--- src/rtl/proc_mem_pkg.sv ---
// Shared types and helpers for the fetch/memory-stage RAM arbitration path.
package proc_mem_pkg;

    localparam int unsigned WORD_W     = 64;
    localparam int unsigned WORD_BYTES = 8;
    localparam int unsigned ADDR_X_W   = WORD_W + 1;

    typedef enum logic [1:0] {
        ST_IDLE   = 2'd0,
        ST_ACCESS = 2'd1,
        ST_RESP   = 2'd2
    } mem_state_e;

    localparam logic OWNER_IF = 1'b0;
    localparam logic OWNER_DM = 1'b1;

    // True when a full word at addr would run past the end of RAM; one extra bit so no wrap.
    function automatic logic addr_fault(input logic [WORD_W-1:0] addr,
                                        input int unsigned       mem_bytes);
        logic [ADDR_X_W-1:0] end_addr;
        end_addr = {1'b0, addr} + ADDR_X_W'(WORD_BYTES);
        return end_addr > ADDR_X_W'(mem_bytes);
    endfunction

endpackage

--- src/rtl/mem_arb_pick.sv ---
// Combinational winner select between fetch and data requests with a fetch-starvation bound.
module mem_arb_pick #(
    parameter int unsigned FAIR_MAX = 4,
    parameter int unsigned STREAK_W = 3
) (
    input  logic                if_req,
    input  logic                dm_req,
    input  logic [STREAK_W-1:0] dm_streak,
    output logic                grant_valid,
    output logic                grant_dm
);

    // Data side wins ties until it has taken FAIR_MAX grants in a row over a waiting fetch.
    always_comb begin
        grant_valid = if_req | dm_req;
        grant_dm    = dm_req & (~if_req | (dm_streak != STREAK_W'(FAIR_MAX)));
    end

endmodule

--- src/rtl/mem_arbiter.sv ---
// Shares one fixed-latency single-port RAM between the fetch and memory stages.
module mem_arbiter
    import proc_mem_pkg::*;
#(
    parameter int unsigned MEM_LAT   = 2,
    parameter int unsigned MEM_BYTES = 1024,
    parameter int unsigned FAIR_MAX  = 4
) (
    input  logic              clk,
    input  logic              rst,
    input  logic              if_req,
    input  logic [WORD_W-1:0] if_addr,
    output logic              if_done,
    output logic [WORD_W-1:0] if_rdata,
    output logic              if_err,
    input  logic              dm_req,
    input  logic              dm_we,
    input  logic [WORD_W-1:0] dm_addr,
    input  logic [WORD_W-1:0] dm_wdata,
    output logic              dm_done,
    output logic [WORD_W-1:0] dm_rdata,
    output logic              dm_err,
    output logic              mem_en,
    output logic              mem_we,
    output logic [WORD_W-1:0] mem_addr,
    output logic [WORD_W-1:0] mem_wdata,
    input  logic [WORD_W-1:0] mem_rdata,
    output logic              busy,
    output logic              owner
);

    localparam int unsigned LAT_W    = (MEM_LAT < 2) ? 1 : $clog2(MEM_LAT + 1);
    localparam int unsigned STREAK_W = (FAIR_MAX < 2) ? 1 : $clog2(FAIR_MAX + 1);

    mem_state_e          state_q, state_d;
    logic [LAT_W-1:0]    lat_q, lat_d;
    logic [STREAK_W-1:0] streak_q, streak_d;
    logic                we_q, we_d;
    logic [WORD_W-1:0]   mem_addr_q, mem_addr_d;
    logic [WORD_W-1:0]   mem_wdata_q, mem_wdata_d;
    logic                mem_en_q, mem_en_d;
    logic                mem_we_q, mem_we_d;
    logic                if_done_q, if_done_d;
    logic [WORD_W-1:0]   if_rdata_q, if_rdata_d;
    logic                if_err_q, if_err_d;
    logic                dm_done_q, dm_done_d;
    logic [WORD_W-1:0]   dm_rdata_q, dm_rdata_d;
    logic                dm_err_q, dm_err_d;
    logic                busy_q, busy_d;
    logic                owner_q, owner_d;

    logic                grant_valid;
    logic                grant_dm;
    logic [WORD_W-1:0]   sel_addr;
    logic [WORD_W-1:0]   resp_rdata;

    mem_arb_pick #(
        .FAIR_MAX (FAIR_MAX),
        .STREAK_W (STREAK_W)
    ) u_pick (
        .if_req      (if_req),
        .dm_req      (dm_req),
        .dm_streak   (streak_q),
        .grant_valid (grant_valid),
        .grant_dm    (grant_dm)
    );

    // Next-state, request latch, fairness streak and registered response outputs.
    always_comb begin
        state_d     = state_q;
        lat_d       = lat_q;
        streak_d    = streak_q;
        we_d        = we_q;
        mem_addr_d  = mem_addr_q;
        mem_wdata_d = mem_wdata_q;
        owner_d     = owner_q;
        mem_en_d    = 1'b0;
        mem_we_d    = 1'b0;
        if_done_d   = 1'b0;
        if_rdata_d  = '0;
        if_err_d    = 1'b0;
        dm_done_d   = 1'b0;
        dm_rdata_d  = '0;
        dm_err_d    = 1'b0;
        sel_addr    = grant_dm ? dm_addr : if_addr;
        resp_rdata  = we_q ? '0 : mem_rdata;

        case (state_q)
            ST_IDLE: begin
                if (grant_valid) begin
                    owner_d     = grant_dm ? OWNER_DM : OWNER_IF;
                    mem_addr_d  = sel_addr;
                    we_d        = grant_dm & dm_we;
                    mem_wdata_d = grant_dm ? dm_wdata : '0;
                    // A data grant over a waiting fetch can only happen below FAIR_MAX.
                    if (!grant_dm) begin
                        streak_d = '0;
                    end else if (if_req) begin
                        streak_d = streak_q + STREAK_W'(1);
                    end
                    if (addr_fault(sel_addr, MEM_BYTES)) begin
                        state_d = ST_RESP;
                        if (grant_dm) begin
                            dm_done_d = 1'b1;
                            dm_err_d  = 1'b1;
                        end else begin
                            if_done_d = 1'b1;
                            if_err_d  = 1'b1;
                        end
                    end else begin
                        state_d  = ST_ACCESS;
                        lat_d    = LAT_W'(1);
                        mem_en_d = 1'b1;
                        mem_we_d = grant_dm & dm_we;
                    end
                end
            end
            ST_ACCESS: begin
                if (lat_q == LAT_W'(MEM_LAT)) begin
                    state_d = ST_RESP;
                    lat_d   = '0;
                    if (owner_q == OWNER_DM) begin
                        dm_done_d  = 1'b1;
                        dm_rdata_d = resp_rdata;
                    end else begin
                        if_done_d  = 1'b1;
                        if_rdata_d = resp_rdata;
                    end
                end else begin
                    lat_d = lat_q + LAT_W'(1);
                end
            end
            ST_RESP: begin
                state_d = ST_IDLE;
            end
            default: begin
                state_d = ST_IDLE;
            end
        endcase

        busy_d = (state_d != ST_IDLE);
    end

    // State and output registers with synchronous reset.
    always_ff @(posedge clk) begin
        if (rst) begin
            state_q     <= ST_IDLE;
            lat_q       <= '0;
            streak_q    <= '0;
            we_q        <= 1'b0;
            mem_addr_q  <= '0;
            mem_wdata_q <= '0;
            mem_en_q    <= 1'b0;
            mem_we_q    <= 1'b0;
            if_done_q   <= 1'b0;
            if_rdata_q  <= '0;
            if_err_q    <= 1'b0;
            dm_done_q   <= 1'b0;
            dm_rdata_q  <= '0;
            dm_err_q    <= 1'b0;
            busy_q      <= 1'b0;
            owner_q     <= 1'b0;
        end else begin
            state_q     <= state_d;
            lat_q       <= lat_d;
            streak_q    <= streak_d;
            we_q        <= we_d;
            mem_addr_q  <= mem_addr_d;
            mem_wdata_q <= mem_wdata_d;
            mem_en_q    <= mem_en_d;
            mem_we_q    <= mem_we_d;
            if_done_q   <= if_done_d;
            if_rdata_q  <= if_rdata_d;
            if_err_q    <= if_err_d;
            dm_done_q   <= dm_done_d;
            dm_rdata_q  <= dm_rdata_d;
            dm_err_q    <= dm_err_d;
            busy_q      <= busy_d;
            owner_q     <= owner_d;
        end
    end

    assign if_done   = if_done_q;
    assign if_rdata  = if_rdata_q;
    assign if_err    = if_err_q;
    assign dm_done   = dm_done_q;
    assign dm_rdata  = dm_rdata_q;
    assign dm_err    = dm_err_q;
    assign mem_en    = mem_en_q;
    assign mem_we    = mem_we_q;
    assign mem_addr  = mem_addr_q;
    assign mem_wdata = mem_wdata_q;
    assign busy      = busy_q;
    assign owner     = owner_q;

endmodule

--- config.mk ---
export PLATFORM = sky130hd
export DESIGN_NAME = mem_arbiter
export DESIGN_NICKNAME = d
export VERILOG_FILES = /design/src/rtl/proc_mem_pkg.sv /design/src/rtl/mem_arb_pick.sv /design/src/rtl/mem_arbiter.sv
export SDC_FILE = /design/constraint.sdc
export NUM_CORES = 1
export LEC_CHECK = 0
export CELL_PAD_IN_SITES_DETAIL_PLACEMENT = 0
export CELL_PAD_IN_SITES_GLOBAL_PLACEMENT = 1
export CORE_MARGIN = 8
export CORE_UTILIZATION = 31
export DETAILED_ROUTE_END_ITERATION = 16
export PLACE_DENSITY = 0.88
export SLEW_MARGIN = 20
export SYNTH_ARGS = -nofsm -noshare
export SYNTH_HDL_FRONTEND = slang
export SYNTH_SLANG_ARGS = --single-unit
--- constraint.sdc ---
create_clock -name clk -period 5.88 [get_ports clk]
set_input_delay 1.47 -clock clk [delete_from_list [all_inputs] [get_ports clk]]
set_output_delay 1.47 -clock clk [all_outputs]
set_load 0.005 [all_outputs]
==> results by group, run 1 <==
Status
  – Status: complete, no violations

Floorplan
  – Die height: roughly 220 um
  – Initial core utilization: 31.2%
  – Die X: roughly 220 um
  – IO Pins: about 530
  – Die area: about 46,000 um2
  – FP Rows: 73
  – Core footprint: between 30,000 and 40,000 um2

Place
  – Hpwl dp: between 40 and 50 mm
  – Final GP Congestion: 0.938
  – Buffers on Ports: between 500 and 600

Global routing
  – GRT Util Overall: 23.3%
  – Remaining Overflow, GRT: 0
  – Initial antenna violation count: 9
  – Vias in the first global route: 12,882
  – Pin count of the biggest net entering global routing: approximately 110
  – First-pass GRT wire length: ~85 mm

STA
  – Setup TNS: 0 ns
  – Final hold violations: 0
  – RSZ-0062 raised after global routing: no
  – Final setup vio count: 0
  – Worst slew margin: 35.0%
  – Worst Tran Pin Value: 0.975 ns
  – Minimum clock period: between 4 and 5 ns
  – Count of pins over their slew limit: 0
  – Period utilisation layout: between 80% and 90%
  – Setup Skew: between 0.01 and 0.015 ns
  – Achievable Freq: 0.201 GHz

Pwr
  – Max IR drop VDD: approximately 0.00022 V
  – PwrDens: roughly 250 nW/um2
  – Pleak: 7.16 nW
  – Pwr Total: 4.84 mW

Critical path
  – Worst r2r path cells: 15
  – Crit path DAT: ~5.4 ns
  – CP max FO: 18
  – Worst r2r src: streak_q[0]
  – Crit path from: if_req
  – FF-to-FF setup slack: approximately 1.9 ns
  – Crit path capture type: flip-flop
  – Kind of critical path: in2reg
  – R2R Path End: dm_done
  – Worst EP required: approximately 6.3 ns
  – Critical Path Source Type: input port

Clocking
  – Maximum buffer depth of the clock tree: 3
  – Post-CTS Setup Inserts: 0
  – CTS tree: yes
  – Worst skew pair latency: just under 0.6 ns
  – Clock slew seen by the registers of the worst setup and hold paths: ~0.07 ns
  – Clock tree sinks: about 270
  – Number of buffers created by CTS: 31
  – Root Driver: clkbuf_16
  – Hold_buf cts: 0
  – Cts repair resizes: 0
  – H-tree Lvls: 1

Logic synthesis
  – Post-synth net total: about 1,700
  – Top_reg_cell synth: dfxtp_1
  – Syn avg cell area: about 8.5 um2
  – Mapped Area: about 12,000 um2
  – Sequential share of the synthesized area: between 40% and 50%
  – Top-area cell type share of the netlist area: roughly 44%
  – Synth unique cells: 81
  – Yosys Warn Count: 0
  – Synth async-reset ratio: 0%
  – Synth Instances: around 1,400
  – Number of synthesized flops with an enable pin: 0
  – Synth top area cells: dfxtp_1 44%, nor2_1 9.0%, a22oi_1 4.1%
  – Synth Register Bits: ~270
  – Area leader, netlist: dfxtp_1

Min path
  – HP Class: reg2reg
  – Hold Crit Endpoint: mem_addr[4]
  – Hold Crit Start: mem_addr[4]
  – Hold Crit Depth: 2

Drt
  – WL final: 57.1 mm
  – Via-per-instance ratio: roughly 5.3
  – Drt first-iter violations: around 1,300
  – Number of remaining DRC errors: 0
  – Antenna-violating nets left: 0
  – Drt wl/cell: approximately 23 um
  – Vias: approximately 13,000
  – Drt first pass iters: 5

Layout
  – P&R area growth vs syn: 55.5%
  – Layout Nets: between 2,000 and 2,500
  – Layout cells sized above 1: 6.39%

Job
  – MaxCap Viol Count: 0
==> layout make-up <==
cell class                      count  area (um2)
Antenna cell                        5        12.5
Clock buffer                       34         817
Clock inverter                     24         283
Fill cell                        3809       20300
Inverter                           14        52.6
Multi-Input combinational cell   1061        6400
Sequential cell                   272        5450
Tap cell                          525         657
Timing Repair Buffer              550        5460
==> registers in the layout, summed over array words and instances (netlist names), 2 cells and up <==
register   count
lat_q          2
mem_wdata     64
if_rdata      64
dm_rdata      64
state_q        2
streak_q       3
mem_addr      64
==> critical path, stage by stage <==
cell and delay, ns:
clkdlybuf4s50_1 0.66, nand3_2 0.27, nand2_2 0.29, nand2_1 0.09, nand2_1 0.09, ha_1 0.56
nand4_1 0.23, a21oi_1 0.41, and4b_1 0.26, nor2_1 0.05, nor4_2 0.38, nand4_4 0.19
nor3_4 0.33, o31ai_1 0.11
==> layout by cell type (no fill, tap or decap), types with 21 or more instances in the layout <==
cell type,instances
nand3_1,25
clkdlybuf4s50_1,523
a21oi_1,37
mux2i_1,44
and3_1,21
nor3_1,34
nand2b_1,68
clkbuf_16,31
nand2_1,111
nor2_1,295
a211oi_1,51
nand4_1,47
a22oi_1,67
buf_4,25
dfxtp_1,271
==> cell usage after synthesis (all sizes together), types with 21 or more instances <==
cell type / n
nand4: 48
nor2: 296
a21oi: 38
o21ai: 21
nand3: 30
dfxtp: 272
clkbuf: 67
a211oi: 53
nor3: 38
nand2b: 68
nor4: 23
a22oi: 67
nand2: 112
and3: 22
buf: 33
mux2i: 44
==> how the worst max path moves through the flow <==
stage	to	slack, ns	cells past startpoint
floorplan	state_q[1]	0.58	20
detailed placement	dm_done	0.35	14
CTS	dm_done	0.96	14
global route	dm_done	0.57	14
finish	dm_done	0.90	14
global placement	if_done	0.43	14
==> power by group <==
part,switching (mW),internal [mW]
clock,0.843,1.20
sequential,0.0529,1.92
combinational,0.415,0.415
total,1.31,3.53
==> through the flow <==
step	setup WS (ns)	hold slack [ns]	util (%)	std cells	instance area, um2
after floorplan	0.582	0.449	-	1447	12300
after global placement	0.427	0.451	45.7	2422	18000
after detailed placement	0.352	0.463	45.7	2422	18000
after CTS	0.960	0.473	48.5	2480	19100
after global routing	0.571	0.500	48.5	2484	19100
final	0.901	0.472	48.5	2485	19100
==> routing by layer <==
metal | vias to the layer above | GRT usage, % | wire, um
li1 | 6183 | - | -
met3 | 96 | 5.45 | 4430
met2 | 659 | 40.3 | 27700
met4 | 4 | 6.54 | 1510
met1 | 6287 | 28.5 | 23400
met5 | - | 0 | 34
==> logic make-up (layout without fill, tap and decap cells) <==
kind of cell / Yosys count / in the layout / synth area share [%]
fa+ha+maj: 3 / 3 / 0.305
mux: 51 / 51 / 4.22
compound gates: 284 / 284 / 17.0
buf+inv: 114 / 622 / 3.92
other cells: 0 / 5 / 0
simple gates: 696 / 696 / 28.4
flops: 272 / 272 / 44.2
xor+xnor: 27 / 27 / 1.92
Power figures use the tool's default switching activity.
==> inputs of run 2 (changes only) <==
- clock period: 5.88 -> 4.8 ns (I/O delays scaled with it)
==> results by group, run 2 (same netlist as run 1, synthesis figures left out) <==
Pwr
  – Seq pwr share: 40.2% (-0.5 points)
  – Internal: 4.38 mW (+24%)
  – Pwr Total: 6.01 mW (+24%)
  – Max IR drop VDD: 0.000280 V (+28%)
  – Switching power total: 1.63 mW (+24%)
  – PwrDens: 305 nW/um2 (+20%)
  – Clock share of power: 42.2% (about the same)
  – Switching share of power: 27.1% (+0.060 points)
  – Pleak: 7.54 nW (+5.2%)
  – Combinational Power Share: 17.6% (+0.5 points)

Floorplan
  – IO Pins: 525 (unchanged)
  – Die height: 215 um (unchanged)
  – Die X: 215 um (unchanged)
  – Core footprint: 39,500 um2 (unchanged)
  – Initial core utilization: 31.2% (unchanged)
  – FP Rows: 73 (unchanged)
  – Die area: 46,300 um2 (unchanged)

Global routing
  – Vias in the first global route: 13,499 (+4.8%)
  – GRT Util Overall: 23.7% (+0.42 points)
  – Remaining Overflow, GRT: 0 (unchanged)
  – Pin count of the biggest net entering global routing: 87 (-22%)
  – Initial antenna violation count: 8 (-1)
  – First-pass GRT wire length: 86.6 mm (+1.7%)

STA
  – Minimum clock period: about 4.2 ns
  – Final setup vio count: 0 (unchanged)
  – Final hold violations: 0 (unchanged)
  – RSZ-0062 raised after global routing: no
  – Setup Skew: 0.0363 ns (+0.0231 ns)
  – Count of pins over their slew limit: 0 (unchanged)
  – Period utilisation layout: roughly nine tenths
  – Final worst slack: 0.570 ns (-0.331 ns)
  – Hold_ws: 0.464 ns (-0.00862 ns)
  – Worst slew margin: 31.3% (-3.7 points)
  – Achievable Freq: ~0.24 GHz
  – Worst Tran Pin Value: 1.03 ns (+0.0549 ns)

Critical path
  – Max incr delay on CP: 0.61 ns (-0.05 ns)
  – Crit path DAT: 4.67 ns (-0.73 ns)
  – Crit-path cells: clkdlybuf4s50_1, inv_2, nor2_4, buf_4, mux2i_1, or4_4, or3b_1, a21boi_1, a2bb2oi_1, nand4b_2, nor3_4, o31ai_1
  – CP max FO: 18 (unchanged)
  – Critical Path Source Type: input port
  – Crit path capture type: flip-flop
  – Critical path's top delay family: simple AND/OR/NAND/NOR gates
  – Highest-delay cell along the critical path: clkdlybuf4s50_1
  – Worst EP required: 5.24 ns (-1.06 ns)
  – Kind of critical path: in2reg
  – Worst Path Buf+Inv: 3 (+2)

Layout
  – Commonest non-fill, non-tap cell in the layout: clkdlybuf4s50_1
  – # fillers: 3,753 (-1.5%)
  – Layout Nets: 2,267 (+3.3%)
  – Non-Filler Instances: 2,556 (+2.9%)
  – Most frequent cells in the layout: 523 x clkdlybuf4s50_1, 295 x nor2_1, 271 x dfxtp_1
  – P&R area growth vs syn: 60.2%
  – Layout cells sized above 1: 9.66% (+3.3 points)

Clocking
  – Clock tree sinks: 272 (unchanged)
  – Hold_buf cts: 0 (unchanged)
  – Post-CTS Setup Inserts: 0 (unchanged)
  – Maximum buffer depth of the clock tree: 3 (unchanged)
  – Worst skew pair latency: 0.60 ns (+0.02 ns)
  – Clock slew seen by the registers of the worst setup and hold paths: 0.07 ns (about the same)
  – Number of buffers created by CTS: 31 (unchanged)
  – Cts repair resizes: 0 (unchanged)
  – CTS tree: yes
  – H-tree Lvls: 1 (unchanged)
  – Root Driver: clkbuf_16

Place
  – Placed cell count: 2,495 (+3.0%)
  – Hpwl dp: 46.1 mm (+2.0%)
  – Buffers on Ports: 524 (unchanged)
  – Place WS: -0.0460 ns (-0.398 ns)
  – Final GP Congestion: 0.951 (+1.4%)

Drt
  – Drt first pass iters: 6 (+1)
  – Via-per-instance ratio: 5.27 (-1.1%)
  – Drt first-iter violations: 1,356 (+6.4%)
  – Number of remaining DRC errors: 0 (unchanged)
  – Vias: 13,464 (+1.8%)
  – WL final: 58.0 mm (+1.5%)
  – Drt wl/cell: 22.7 um (-1.3%)
  – Antenna-violating nets left: 0 (unchanged)

Job
  – MaxCap Viol Count: 0 (unchanged)

Status
  – Status: complete, no violations

Min path
  – HP Class: reg2reg
run 2: cell count changes in the layout (fill, tap and decap cells not counted):
cell        before  now
buf_12           2    5
buf_4           25   95
diode_2          5    3
clkbuf_1         0    2
inv_8            1    0
clkbuf_8         3    4
clkinv_2         5    4
inv_6            2    6
clkinvlp_4       6    2
clkinv_4         5    4
run 2: cell type report:
cell class                 instances  area [um2]  share of cell area [%]
antenna                            3        7.51                  0.0381
multi-input combinational       1061        6400                    32.5
sequential                       272        5450                    27.6
inverter                          14        52.6                   0.267
tap                              525         657                    3.33
timing repair buffer             623        6050                    30.7
clock buffer                      37         838                    4.25
clock inverter                    21         263                    1.33
run 2: stage by stage:
stage          area (um2)  util, %  TNS [ns]
3_5_place_dp        18600     47.2    -0.126
3_3_place_gp        18600     47.2         0
6_report            19700     50.0         0
4_1_cts             19700     49.9         0
2_1_floorplan       12300        -         0
5_1_grt             19700     50.0         0
run 2: power groups by stage:
stage	logic, mW	clock network [mW]	registers, mW
after global routing	1.14	2.70	2.43
final	1.06	2.54	2.42
after detailed placement	1.05	0	2.47
after global placement	1.05	0	2.46
after floorplan	0.398	0	2.46
after CTS	1.06	2.60	2.42
run 2: final timing paths:
check | from | end | slack, ns | cells past startpoint
worst max-delay path | dm_req | if_done | 0.57 | 12
worst max register to register | streak_q[0] | if_done | 1.08 | 13
worst min register to register | mem_addr[3] | mem_addr[3] | 0.46 | 2
worst min-delay path | mem_addr[3] | mem_addr[3] | 0.46 | 2
run 2: worst reg2reg max path, stage by stage, from the launching register on:
cell,delay [ns]
dfxtp_1,0.38
inv_1,0.06
ha_1,0.22
and3_4,0.20
nor2_4,0.18
buf_4,0.32
mux2i_1,0.17
or4_4,0.56
or3b_1,0.37
a21boi_1,0.18
a2bb2oi_1,0.29
nand4b_2,0.23
nor3_4,0.31
o31ai_1,0.12
run 2: per-layer routing:
layer	vias to the layer above	global-route usage, %	wire [um]
li1	6347	-	-
met1	6327	28.9	23700
met2	671	40.1	27800
met3	113	6.10	4770
met4	6	7.92	1720
met5	-	0	39
